==> src/rtl/cla2_serial_adder_if.sv <==
// cla2_serial_adder_if
//   Request/result bundle between a sequencer (master) and the serial
//   CLA adder controller (slave).
//   Handshake: the master raises start with a, b and cin valid; the
//   controller accepts them on the first rising edge that finds it idle
//   (busy=0). While busy=1, start is ignored and not queued. done pulses
//   for exactly one cycle when sum/cout/overflow are final; those results
//   then hold until the next accepted start or reset.
//   Signals:
//     start    - request (master -> slave)
//     a, b     - WIDTH-bit operands (master -> slave)
//     cin      - carry-in (master -> slave)
//     busy     - operation in progress or completing (slave -> master)
//     done     - one-cycle completion pulse (slave -> master)
//     sum      - registered WIDTH-bit result (slave -> master)
//     cout     - carry out of the MSB (slave -> master)
//     overflow - two's-complement overflow (slave -> master)
interface cla2_serial_adder_if #(
  parameter int WIDTH = 8
);
  logic             start;
  logic [WIDTH-1:0] a;
  logic [WIDTH-1:0] b;
  logic             cin;
  logic             busy;
  logic             done;
  logic [WIDTH-1:0] sum;
  logic             cout;
  logic             overflow;

  modport master (
    output start, a, b, cin,
    input  busy, done, sum, cout, overflow
  );

  modport slave (
    input  start, a, b, cin,
    output busy, done, sum, cout, overflow
  );
endinterface

==> src/rtl/cla2_serial_adder.sv <==
// cla2_serial_adder
//   Multi-cycle WIDTH-bit adder. Operands are latched on the accepting edge
//   and fed through a single 2-bit carry-lookahead slice, one digit pair per
//   clock, least-significant first. The slice carry is rechained through
//   c_reg_q. Start-to-done latency is WIDTH/2 edges.
//   Ports:
//     clk     - rising-edge clock
//     rst     - synchronous active-high reset
//     bus     - cla2_serial_adder_if slave modport (request and result)
//     state_o - current FSM state (0 IDLE, 1 RUN, 2 DONE) for observation

// cla2: 2-bit carry-lookahead slice.
//   a_i, b_i - 2-bit digit pair; c_i - carry in
//   s_o      - 2-bit sum; c1_o - carry into bit 1; c2_o - carry out
module cla2 (
  input  logic [1:0] a_i,
  input  logic [1:0] b_i,
  input  logic       c_i,
  output logic [1:0] s_o,
  output logic       c1_o,
  output logic       c2_o
);
  logic [1:0] g;
  logic [1:0] p;

  assign g    = a_i & b_i;
  assign p    = a_i ^ b_i;
  assign c1_o = g[0] | (p[0] & c_i);
  assign c2_o = g[1] | (p[1] & g[0]) | (p[1] & p[0] & c_i);
  assign s_o  = p ^ {c1_o, c_i};
endmodule

module cla2_serial_adder #(
  parameter int WIDTH = 8
) (
  input  logic                     clk,
  input  logic                     rst,
  cla2_serial_adder_if.slave       bus,
  output logic [1:0]               state_o
);
  localparam int N     = WIDTH / 2;
  localparam int IDX_W = (N > 1) ? $clog2(N) : 1;
  localparam logic [IDX_W-1:0] LAST = IDX_W'(N - 1);

  typedef enum logic [1:0] {
    IDLE = 2'd0,
    RUN  = 2'd1,
    DONE = 2'd2
  } state_t;

  state_t           state_q;
  logic [WIDTH-1:0] a_sh_q;
  logic [WIDTH-1:0] b_sh_q;
  logic             c_reg_q;
  logic [IDX_W-1:0] idx_q;
  logic [WIDTH-1:0] sum_q;
  logic             cout_q;
  logic             ovf_q;
  logic             busy_q;
  logic             done_q;

  logic [1:0] slice_s;
  logic       slice_c1;
  logic       slice_c2;

  // The low digit of each shift register is always the one being added.
  cla2 u_slice (
    .a_i  (a_sh_q[1:0]),
    .b_i  (b_sh_q[1:0]),
    .c_i  (c_reg_q),
    .s_o  (slice_s),
    .c1_o (slice_c1),
    .c2_o (slice_c2)
  );

  always_ff @(posedge clk) begin
    if (rst) begin
      state_q <= IDLE;
      a_sh_q  <= '0;
      b_sh_q  <= '0;
      c_reg_q <= 1'b0;
      idx_q   <= '0;
      sum_q   <= '0;
      cout_q  <= 1'b0;
      ovf_q   <= 1'b0;
      busy_q  <= 1'b0;
      done_q  <= 1'b0;
    end else begin
      case (state_q)
        IDLE: begin
          done_q <= 1'b0;
          if (bus.start) begin
            state_q <= RUN;
            a_sh_q  <= bus.a;
            b_sh_q  <= bus.b;
            c_reg_q <= bus.cin;
            idx_q   <= '0;
            sum_q   <= '0;
            cout_q  <= 1'b0;
            ovf_q   <= 1'b0;
            busy_q  <= 1'b1;
          end else begin
            busy_q <= 1'b0;
          end
        end
        RUN: begin
          sum_q[2*int'(idx_q) +: 2] <= slice_s;
          c_reg_q <= slice_c2;
          a_sh_q  <= a_sh_q >> 2;
          b_sh_q  <= b_sh_q >> 2;
          if (idx_q == LAST) begin
            // Last digit: its carries are the carry into and out of the MSB.
            state_q <= DONE;
            done_q  <= 1'b1;
            cout_q  <= slice_c2;
            ovf_q   <= slice_c1 ^ slice_c2;
          end else begin
            idx_q <= idx_q + 1'b1;
          end
        end
        DONE: begin
          state_q <= IDLE;
          busy_q  <= 1'b0;
          done_q  <= 1'b0;
        end
        default: begin
          state_q <= IDLE;
          busy_q  <= 1'b0;
          done_q  <= 1'b0;
        end
      endcase
    end
  end

  assign bus.busy     = busy_q;
  assign bus.done     = done_q;
  assign bus.sum      = sum_q;
  assign bus.cout     = cout_q;
  assign bus.overflow = ovf_q;
  assign state_o      = state_q;
endmodule

==> src/flat_wrapper.sv <==
// flat-port wrapper written by rule: the top's interface ports become plain ports
module cla2_serial_adder_flat 
#(
  parameter int WIDTH = 8
)
  (clk, rst, state_o, bus_start, bus_a, bus_b, bus_cin, bus_busy, bus_done, bus_sum, bus_cout, bus_overflow);
  cla2_serial_adder_if #(.WIDTH(WIDTH)) bus_i ();
  input  logic clk;
  input  logic rst;
  output logic [1:0] state_o;
  input wire logic [$bits(bus_i.start)-1:0] bus_start;
  input wire logic [$bits(bus_i.a)-1:0] bus_a;
  input wire logic [$bits(bus_i.b)-1:0] bus_b;
  input wire logic [$bits(bus_i.cin)-1:0] bus_cin;
  output wire logic [$bits(bus_i.busy)-1:0] bus_busy;
  output wire logic [$bits(bus_i.done)-1:0] bus_done;
  output wire logic [$bits(bus_i.sum)-1:0] bus_sum;
  output wire logic [$bits(bus_i.cout)-1:0] bus_cout;
  output wire logic [$bits(bus_i.overflow)-1:0] bus_overflow;
  assign bus_i.start = bus_start;
  assign bus_i.a = bus_a;
  assign bus_i.b = bus_b;
  assign bus_i.cin = bus_cin;
  assign bus_busy = bus_i.busy;
  assign bus_done = bus_i.done;
  assign bus_sum = bus_i.sum;
  assign bus_cout = bus_i.cout;
  assign bus_overflow = bus_i.overflow;
  cla2_serial_adder #(.WIDTH(WIDTH)) u_core (.clk(clk), .rst(rst), .bus(bus_i), .state_o(state_o));
endmodule
==> config.mk <==
export PLATFORM = sky130hd
export DESIGN_NAME = cla2_serial_adder_flat
export DESIGN_NICKNAME = d
export VERILOG_FILES = /design/src/rtl/cla2_serial_adder_if.sv /design/src/rtl/cla2_serial_adder.sv /design/src/flat_wrapper.sv
export SDC_FILE = /design/constraint.sdc
export NUM_CORES = 1
export LEC_CHECK = 0
export ABC_CLOCK_PERIOD_IN_PS = 1400
export CAP_MARGIN = 20
export CORE_MARGIN = 5
export CORE_UTILIZATION = 44
export CTS_BUF_LIST = sky130_fd_sc_hd__clkbuf_8 sky130_fd_sc_hd__clkbuf_16
export CTS_CLUSTER_DIAMETER = 80
export DETAILED_ROUTE_END_ITERATION = 10
export PLACE_DENSITY = 0.73
export RECOVER_POWER = 50
export SETUP_SLACK_MARGIN = 0.15
export SLEW_MARGIN = 5
export SYNTH_ARGS = -nofsm -noshare
export SYNTH_HDL_FRONTEND = slang
export SYNTH_SLANG_ARGS = --single-unit
==> constraint.sdc <==
create_clock -name clk -period 1.4 [get_ports clk]
set_input_delay 0.42 -clock clk [delete_from_list [all_inputs] [get_ports clk]]
set_output_delay 0.42 -clock clk [all_outputs]
set_load 0.02 [all_outputs]
==> flow_summary.toml <==
[hold_path]
worstHoldStart = "u_core.b_sh_q[2]$_SDFFE_PP0P_"
hold_depth = 2
hold_class = "reg -> reg"
min_to = "u_core.b_sh_q[2]$_SDFFE_PP0P_"

[power_and_ir_drop]
irDropWorstVdd_v = 0.000683
cellLeakagePower_nw = 0.913
power.total_w = 0.00247
power_density_nw_per_um2 = 1010

[sta]
finClkSkew_ns = 0.00693
grt_setup_unrepaired = "yes"
slew_viol_final = 0
timing.final.ws_setup_ns = -0.0228
fin_crit_ns = 1.42
worst_pin_slew_ns = 0.435
finalHoldViolations = 0
fmax_ghz = 0.703
slew_headroom_pct = 70.9
setup_violations = 3
hold_ws_ns = 0.480
post-route-period-util_pct = 102

[placed_design]
pre_cts_slack_ns = -0.433
io_buffers = 33
dpl-instance-area_um2 = 2090
gp_congestion = 0.828
dpl.hpwl_um = 2850
dp_cells = 255

[synth]
yosys.area_share.simple_pct = 16.4
ys_seq_area_share_pct = 43.6
synthAdderAreaFrac_pct = 6.28
synthMuxAreaShare_pct = 1.98
synth.area.top_cells = "dfxtp_1, a21oi_1, a22oi_1"
synth_area_um2 = 1510
synth_top_family_by_area = "compound AO/OA/AOI/OAI gates"
synth_xor_area_share_pct = 0.579
syn_nets = 192
synth_compound_area_share_pct = 24.5
synth_top_area_share_pct = 43.6
netlist_instances = 165
synthDistinctLibCells = 37
yosysTopAreaCell = "dfxtp_1"
avgSynthCellArea_um2 = 9.18
yosys_warnings = 0
synth-seq-cells = 33

[cts]
clockBufferDepth = 2
cts_root_buffer = "clkbuf_8"
clk_transition_reported_paths_ns = 0.07
cts_sinks = 33
cts_tree = "done"
htree_levels = 2
cts-buffers-inserted = 5
clk_latency_ns = 0.29

[grt]
grt_max_degree = 14
first_global_vias = 1511
grt_first_pass_wirelength_um = 7190
overflow = 0
groute.usage.overall_pct = 20.9
antenna_found_initial = 0

[drt]
drt-total-wl_um = 4970
via_count = 1514
dr.first_iter.drc_count = 67
avgViaCountPerCell = 5.53
drt-wirelength-per-cell_um = 18.1
first_pass_iters = 7
drc = 0
drt.antenna.violating_nets = 0

[worst_setup_path]
critPathBufInv = 0
r2r-start = "u_core.a_sh_q[1]$_SDFFE_PP0P_"
critPathTopFamily = "simple AND/OR/NAND/NOR gates"
slowest_stage = "or3_1"
worstSetupPathType = "reg -> reg"
cpPeakStageDelay_ns = 0.36
crit_chain = "ha_4 -> and3_4 -> or3_1 -> a31o_1"
r2r_cells = 4
worst_ep_required_time_ns = 1.59
crit_fanout = 3
timing.critical_path.arrival_ns = 1.61
r2r-end = "u_core.bus.overflow$_SDFFE_PP0P_"
ff2ff_setup_slack_ns = -0.02
endpoint_kind = "register"
cp-start-kind = "register"

[layout]
diodes = 0
drive_above_1_share_pct = 44.7
nets = 254
areaGrowthSynthToFinish_pct = 61.9
nFillCells = 267
design_area_um2 = 2450
layoutNonFillerInstCount = 274

[floorplan]
core-area_um2 = 3340
num_io_pins = 34
dieArea_um2 = 4710
num_rows = 21
die_x_um = 68.7
initial_core_util_pct = 45.4
dieHeight_um = 68.7

[job]
drv_cap = 0

[outcome]
outcome = "finished with violations"
violations = "setup timing"
[sequential cells by signal (all words and copies together), names as in the netlist]
name and cells:
u_core.a_sh_q 8, u_core.b_sh_q 8, u_core.bus.busy 1, u_core.bus.cout 1, u_core.bus.done 1, u_core.bus.overflow 1
u_core.bus.sum 8, u_core.c_reg_q 1, u_core.idx_q 2, u_core.state_o 2
[worst max path at each step]
stage                                        startpoint                               end  slack, ns  cells past startpoint
after floorplan           u_core.a_sh_q[0]$_SDFFE_PP0P_  u_core.bus.overflow$_SDFFE_PP0P_       0.01                      3
after detailed placement                      bus_start     u_core.a_sh_q[6]$_SDFFE_PP0P_      -0.43                      5
final                     u_core.a_sh_q[1]$_SDFFE_PP0P_  u_core.bus.overflow$_SDFFE_PP0P_      -0.02                      4
after CTS                 u_core.a_sh_q[1]$_SDFFE_PP0P_  u_core.bus.overflow$_SDFFE_PP0P_      -0.02                      4
after global routing      u_core.a_sh_q[0]$_SDFFE_PP0P_    u_core.bus.sum[1]$_SDFFE_PP0P_      -0.07                      5
after global placement                        bus_start      u_core.bus.cout$_SDFFE_PP0P_      -0.40                      4
[what timing repair did]
item                                    in CTS  in global routing
buffers inserted                             5                  2
pin swaps                                   23                 32
gates cloned                                 3                  1
resized for setup                           86                 49
hold buffers                                 0                  0
endpoints found under the setup margin      45                 37
[synthesized netlist by cell type, drive strengths merged]
cell and count:
a21o 1, and3 1, nand2 17, nand3 9, clkbuf 2, mux2i 3, and3b 2, a2111oi 1
o21bai 1, nor4 1, nor3b 2, a22o 1, a32o 1, nand2b 1, a211oi 1, and2b 1
fa 1, xor2 1, a21oi 28, o21ai 8, a22oi 13, nor2 3, and4b 1, or3 1
or3b 1, nor2b 1, nor3 2, dfxtp 33, inv 4, a31o 1, o211ai 4, nand4b 2
buf 10, ha 6
[per-layer routing]
metal	track usage, %	wire length (µm)	vias up
met2	36.1	2640	46
met3	5.19	221	13
li1	-	-	726
met4	10.9	109	0
met5	0	0	-
met1	23.6	2000	729
[area by class of cell]
type                       instances  area, µm²  area share (%)
clock buffer                       6       82.6            3.37
clock inverter                     2       37.5            1.53
inverter                           4       15.0           0.613
multi-input combinational        116       1010            41.4
sequential                        33        679            27.7
tap                               46       57.6            2.35
timing repair buffer              67        564            23.0
[through the flow]
stage | setup TNS (ns) | utilization [%]
finish | -0.0488 | 73.5
global route | -0.520 | 73.5
CTS | -0.0441 | 68.8
detailed placement | -9.95 | 62.7
global placement | -9.58 | 62.7
floorplan | 0 | -
[cell usage in the layout, fill, tap and decap left out, types with 6 or more instances in the layout]
master | synthesis | routed
clkdlybuf4s50_1 | 0 | 17
buf_6 | 3 | 9
clkbuf_8 | 0 | 7
a21oi_1 | 28 | 19
nand3_2 | 0 | 7
clkbuf_1 | 2 | 10
a21oi_2 | 0 | 9
buf_4 | 3 | 26
a22oi_2 | 0 | 13
o21ai_0 | 8 | 6
dfxtp_1 | 33 | 26
nand2_1 | 17 | 15
[tightest hold or removal path, stage by stage (launching register included)]
cell	delay (ns)
dfxtp_1	0.32
nand2_1	0.06
a21oi_1	0.05
[power by group]
part	leakage (nW)	switching (W)	total [W]	internal, W
Clock	0.0574	0.000369	0.000948	0.000579
Sequential	0.273	0.0000380	0.00102	0.000978
Combinational	0.582	0.000249	0.000510	0.000260
Total	0.913	0.000657	0.00247	0.00182
[cell families after synthesis]
group,count (synthesis)
XOR/XNOR,1
buffers and inverters,16
adder cells (fa/ha/maj),7
flip-flops,33
multiplexers,3
AND/OR/NAND/NOR,45
AO/OA/AOI/OAI,60
No activity file was read; power rests on OpenSTA's default activity.
==> edit 1: new RTL, same flow settings <==
`WIDTH` is set to 8 in 3 places; all go to 4.
--- a/src/rtl/cla2_serial_adder_if.sv
+++ b/src/rtl/cla2_serial_adder_if.sv
@@ -17,5 +17,5 @@
 //     overflow - two's-complement overflow (slave -> master)
 interface cla2_serial_adder_if #(
-  parameter int WIDTH = 8
+  parameter int WIDTH = 4
 );
   logic             start;
--- a/src/rtl/cla2_serial_adder.sv
+++ b/src/rtl/cla2_serial_adder.sv
@@ -32,5 +32,5 @@
 
 module cla2_serial_adder #(
-  parameter int WIDTH = 8
+  parameter int WIDTH = 4
 ) (
   input  logic                     clk,
--- a/src/flat_wrapper.sv
+++ b/src/flat_wrapper.sv
@@ -2,5 +2,5 @@
 module cla2_serial_adder_flat 
 #(
-  parameter int WIDTH = 8
+  parameter int WIDTH = 4
 )
   (clk, rst, state_o, bus_start, bus_a, bus_b, bus_cin, bus_busy, bus_done, bus_sum, bus_cout, bus_overflow);
Ports: changed (resized bus_a, bus_b and bus_sum); port bits go from 34 to 22. No check against the original RTL was run, so the function may have changed too.
==> edit 1 against the original RTL <==
The run still ends with setup timing left; worst hold slack lost 0.0025 ns; cell area shrank 42%; worst setup slack lost 0.026 ns; sequential power shrank 37%; die area shrank 31%; power shrank 40%; clock power shrank 53%; area after synthesis shrank 36%; routed wire length shrank 48%; sequential cell count shrank 13; critical endpoint unchanged; largest cell class unchanged; largest power group unchanged.
==> edit 1: results (changes against the original RTL) <==
run status=complete, but fails checks; failing checks=setup timing; Area after DPL=1330 um2 (-37%); share of layout cells above drive strength 1=0.386 (-0.0612); drt initial violations=26 (-61%); layout filler cell count=184 (-31%); M2 GR Usage=0.264 (-0.0969); vias in the first global route=926 (-39%); Post-Syn Instances=112 (-32%); nets@finish=161 (-37%); P&R area growth vs syn=47.9%; Pleak=0.585 nW (-36%); final setup margin=-0.0490 ns (-0.0262 ns); RR Startpoint=u_core.c_reg_q$_SDFFE_PP0P_; largest net degree at the start of global routing=18 (+4); worst r2r path cells=5 (+1); multiplexer share of the synthesized area=0.0103 (-0.00950); Initial DRT Pass Iterations=4 (-3); syn nets=127 (-34%); met2 WL=1230 um (-53%); met1 usage=0.194 (-0.0422); clock skew=0.00250 ns (-0.00443 ns); post-placement worst setup slack=-0.342 ns (+0.0914 ns); sequential fraction of the synthesis area=0.413 (-0.0229); most frequent cells after synthesis=dfxtp_1 (20), a21oi_1 (13), nor2_1 (12); Worst Hold Launch=u_core.bus.cout$_SDFFE_PP0P_; maximum VDD drop=0.000873 V (+28%); synth top area cells=dfxtp_1 (41%), a21oi_1 (6.7%), nor2_1 (4.7%), o221a_2 (4.7%), nand2b_1 (3.2%); post-synth cell types=32 (-14%); Num CTS Buffers=3 (-2); critical path's slowest cell=or4b_1; endpoints failing setup=1 (-2); Worst EP arrival=1.65 ns (+0.04 ns)
-- edit 1: changes by cell type in the layout (fill, tap and decap cells not counted), sizes merged, moves of 7 or more --
cell / change
a21oi: -15
a22oi: -11
buf: -16
clkbuf: -8
clkdlybuf4s50: -8
dfxtp: -13
nand2: -13
nor2: +9
o21ai: -7
-- edit 1: power groups by stage --
stage                     Sequential, mW  Clock [mW]  Combinational (mW)
after floorplan                    0.660           0               0.175
after global placement             0.647           0               0.321
after detailed placement           0.648           0               0.329
after CTS                          0.639       0.446               0.368
after global routing               0.646       0.473               0.425
final                              0.641       0.445               0.395
-- edit 1: final cells by class --
cell class | instances | area share
sequential | 20 | 0.287
inverter | 5 | 0.0157
clock buffer | 4 | 0.0384
tap | 28 | 0.0245
multi-input combinational | 79 | 0.424
timing repair buffer | 37 | 0.210
-- edit 1: tightest hold or removal path, stage by stage (launching register included) --
cell,delay (ns)
dfxtp_1,0.32
nand3_1,0.06
a21oi_1,0.06
==> edit 2: new RTL, same settings <==
Without the edit above. Put one more register stage on the output `state_o`. The value now appears one clock later. The other outputs are not delayed to match.
--- a/src/rtl/cla2_serial_adder.sv
+++ b/src/rtl/cla2_serial_adder.sv
@@ -138,5 +138,7 @@
   assign bus.cout     = cout_q;
   assign bus.overflow = ovf_q;
-  assign state_o      = state_q;
+  always_ff @(posedge clk) begin
+    state_o <= state_q;
+  end
 endmodule
 
Behaviour: not the same (a bounded check fails within 4 cycles, from zero or initial values and one cycle with rst high).
==> edit 2 against the original RTL <==
Cell area decreased by 7.2%; area after synthesis increased by 3.5%; sequential share of layout area increased by 4.0 points; routed wire length decreased by 12%; combinational power decreased by 17%; power decreased by 13%; worst setup slack improved by 0.032 ns; sequential cell count increased by 2.
==> edit 2: results (changes against the original RTL) <==
GRT Util Overall=0.173 (-0.0360); share of layout cells above drive strength 1=0.323 (-0.124); WHS=0.415 ns (-0.0651 ns); clock-pin slew on the worst setup and hold paths=0.07 ns (about the same); Least-Margin Pin Slew=0.350 ns (-0.0855 ns); HPWL Detailed=2740 um (-3.7%); min-delay worst type=flip-flop to flip-flop; Initial DRT Pass Iterations=4 (-3); crit path launch type=flip-flop; Routed WL=4360 um (-12%); clock skew=0.00598 ns (-0.000949 ns); Critical Path Max Stage Delay=0.47 ns (+0.11 ns); DRT antenna net count=0 (unchanged); multiplexer share of the synthesized area=0.0256 (+0.00572); deepest clock path buffer count=2 (unchanged); post-synth cell types=33 (-11%); CP top delay family=adder cells; maximum VDD drop=0.000606 V (-11%); wl on met1=1780 um (-11%); R2R setup slack=0.009 ns (+0.03 ns); hold depth=0 (-2); ys async rst share=0 (unchanged); first-pass GRT wire length=6830 um (-5.0%); initial antenna violation count=0 (unchanged); Pleak=0.927 nW (+1.5%); nets@finish=254 (unchanged); H-tree Lvls=2 (unchanged); most frequent cells after synthesis=dfxtp_1 (35), a21oi_1 (29), nand2_1 (16), a22oi_1 (13), o21ai_0 (11); Worst Hold Launch=u_core.state_q[0]$_SDFFE_PP0P_; post-synthesis adder-cell area fraction=0.0607 (-0.00211); largest net degree at the start of global routing=25 (+11); worst skew pair latency=between 0.2 and 0.3 ns; detailed-route via count=1521 (+0.46%); crit-path max FO=4 (+1); syn nets=200 (+4.2%); Main synth FF type=dfxtp_1; Synth Area in Compound Gates=0.223 (-0.0226); Num CTS Buffers=5 (unchanged); routability cong.=0.753 (-9.1%); port buffer count=33 (unchanged); XOR/XNOR Fraction of Synth Area=0.00559 (-0.000194); DR top layer=met4; clk root buf=clkbuf_8; RR Startpoint=u_core.c_reg_q$_SDFFE_PP0P_; Hold Crit Endpoint=u_core.state_o[0]$_DFF_P_; synth warn=0 (unchanged); synth top area cells=dfxtp_1 (45%), a21oi_1 (9.3%), a22oi_1 (6.2%), ha_1 (4.8%), nand2_1 (3.8%); n_diodes=0 (unchanged); sequential fraction of the synthesis area=0.447 (+0.0109); met3 wire len=223 um (+0.90%); critical path's slowest cell=fa_2; Worst EP arrival=1.61 ns (about the same); drt initial violations=167 (+150%); met2 WL=2250 um (-15%); run status=finished, final reports clean; worst r2r path cells=4 (unchanged); CP Capture Point=u_core.bus.sum[3]$_SDFFE_PP0P_
-- edit 2: timing repair --
action,4_1_cts,5_1_grt
gates cloned,1,1
pin swaps,8,14
gates resized for setup,70,25
buffers inserted,2,7
setup endpoints to repair,46,33
-- edit 2: metrics by stage --
stage                      util  setup WS [ns]  std cells  TNS, ns  instance area [um2]
after detailed placement  0.605         -0.376        255    -8.53                 2050
after global routing      0.671        -0.0769        272   -0.278                 2270
final                     0.671        0.00924        272        0                 2270
after floorplan               -         0.0862        173        0                 1620
after CTS                 0.627         0.0153        264        0                 2130
after global placement    0.605         -0.358        255    -8.13                 2050
-- edit 2: power breakdown --
| part | total [mW] | leakage (nW) | internal, mW | switching [mW] |
|---|---|---|---|---|
| registers | 1.08 | 0.290 | 1.04 | 0.0398 |
| logic | 0.421 | 0.596 | 0.221 | 0.200 |
| clock network | 0.659 | 0.0413 | 0.324 | 0.335 |
| total | 2.16 | 0.927 | 1.58 | 0.574 |
-- edit 2: kinds of logic after synthesis --
| logic type | Yosys count |
|---|---|
| buffers and inverters | 15 |
| AND/OR/NAND/NOR | 51 |
| flip-flops | 35 |
| AO/OA/AOI/OAI | 60 |
| multiplexers | 4 |
| XOR/XNOR | 1 |
| adder cells (fa/ha/maj) | 7 |
-- edit 2: metal layers --
layer / global-route usage / vias up
met5: 0 / -
met4: 0.0787 / 0
met3: 0.0594 / 10
met2: 0.299 / 65
met1: 0.192 / 713
li1: - / 733
-- edit 2: cell type report --
class	count	area, um2
multi-input combinational	123	916
sequential	35	721
tap	46	57.6
timing repair buffer	60	500
clock buffer	5	68.8
inverter	2	7.51
fill	272	1110
clock inverter	1	3.75
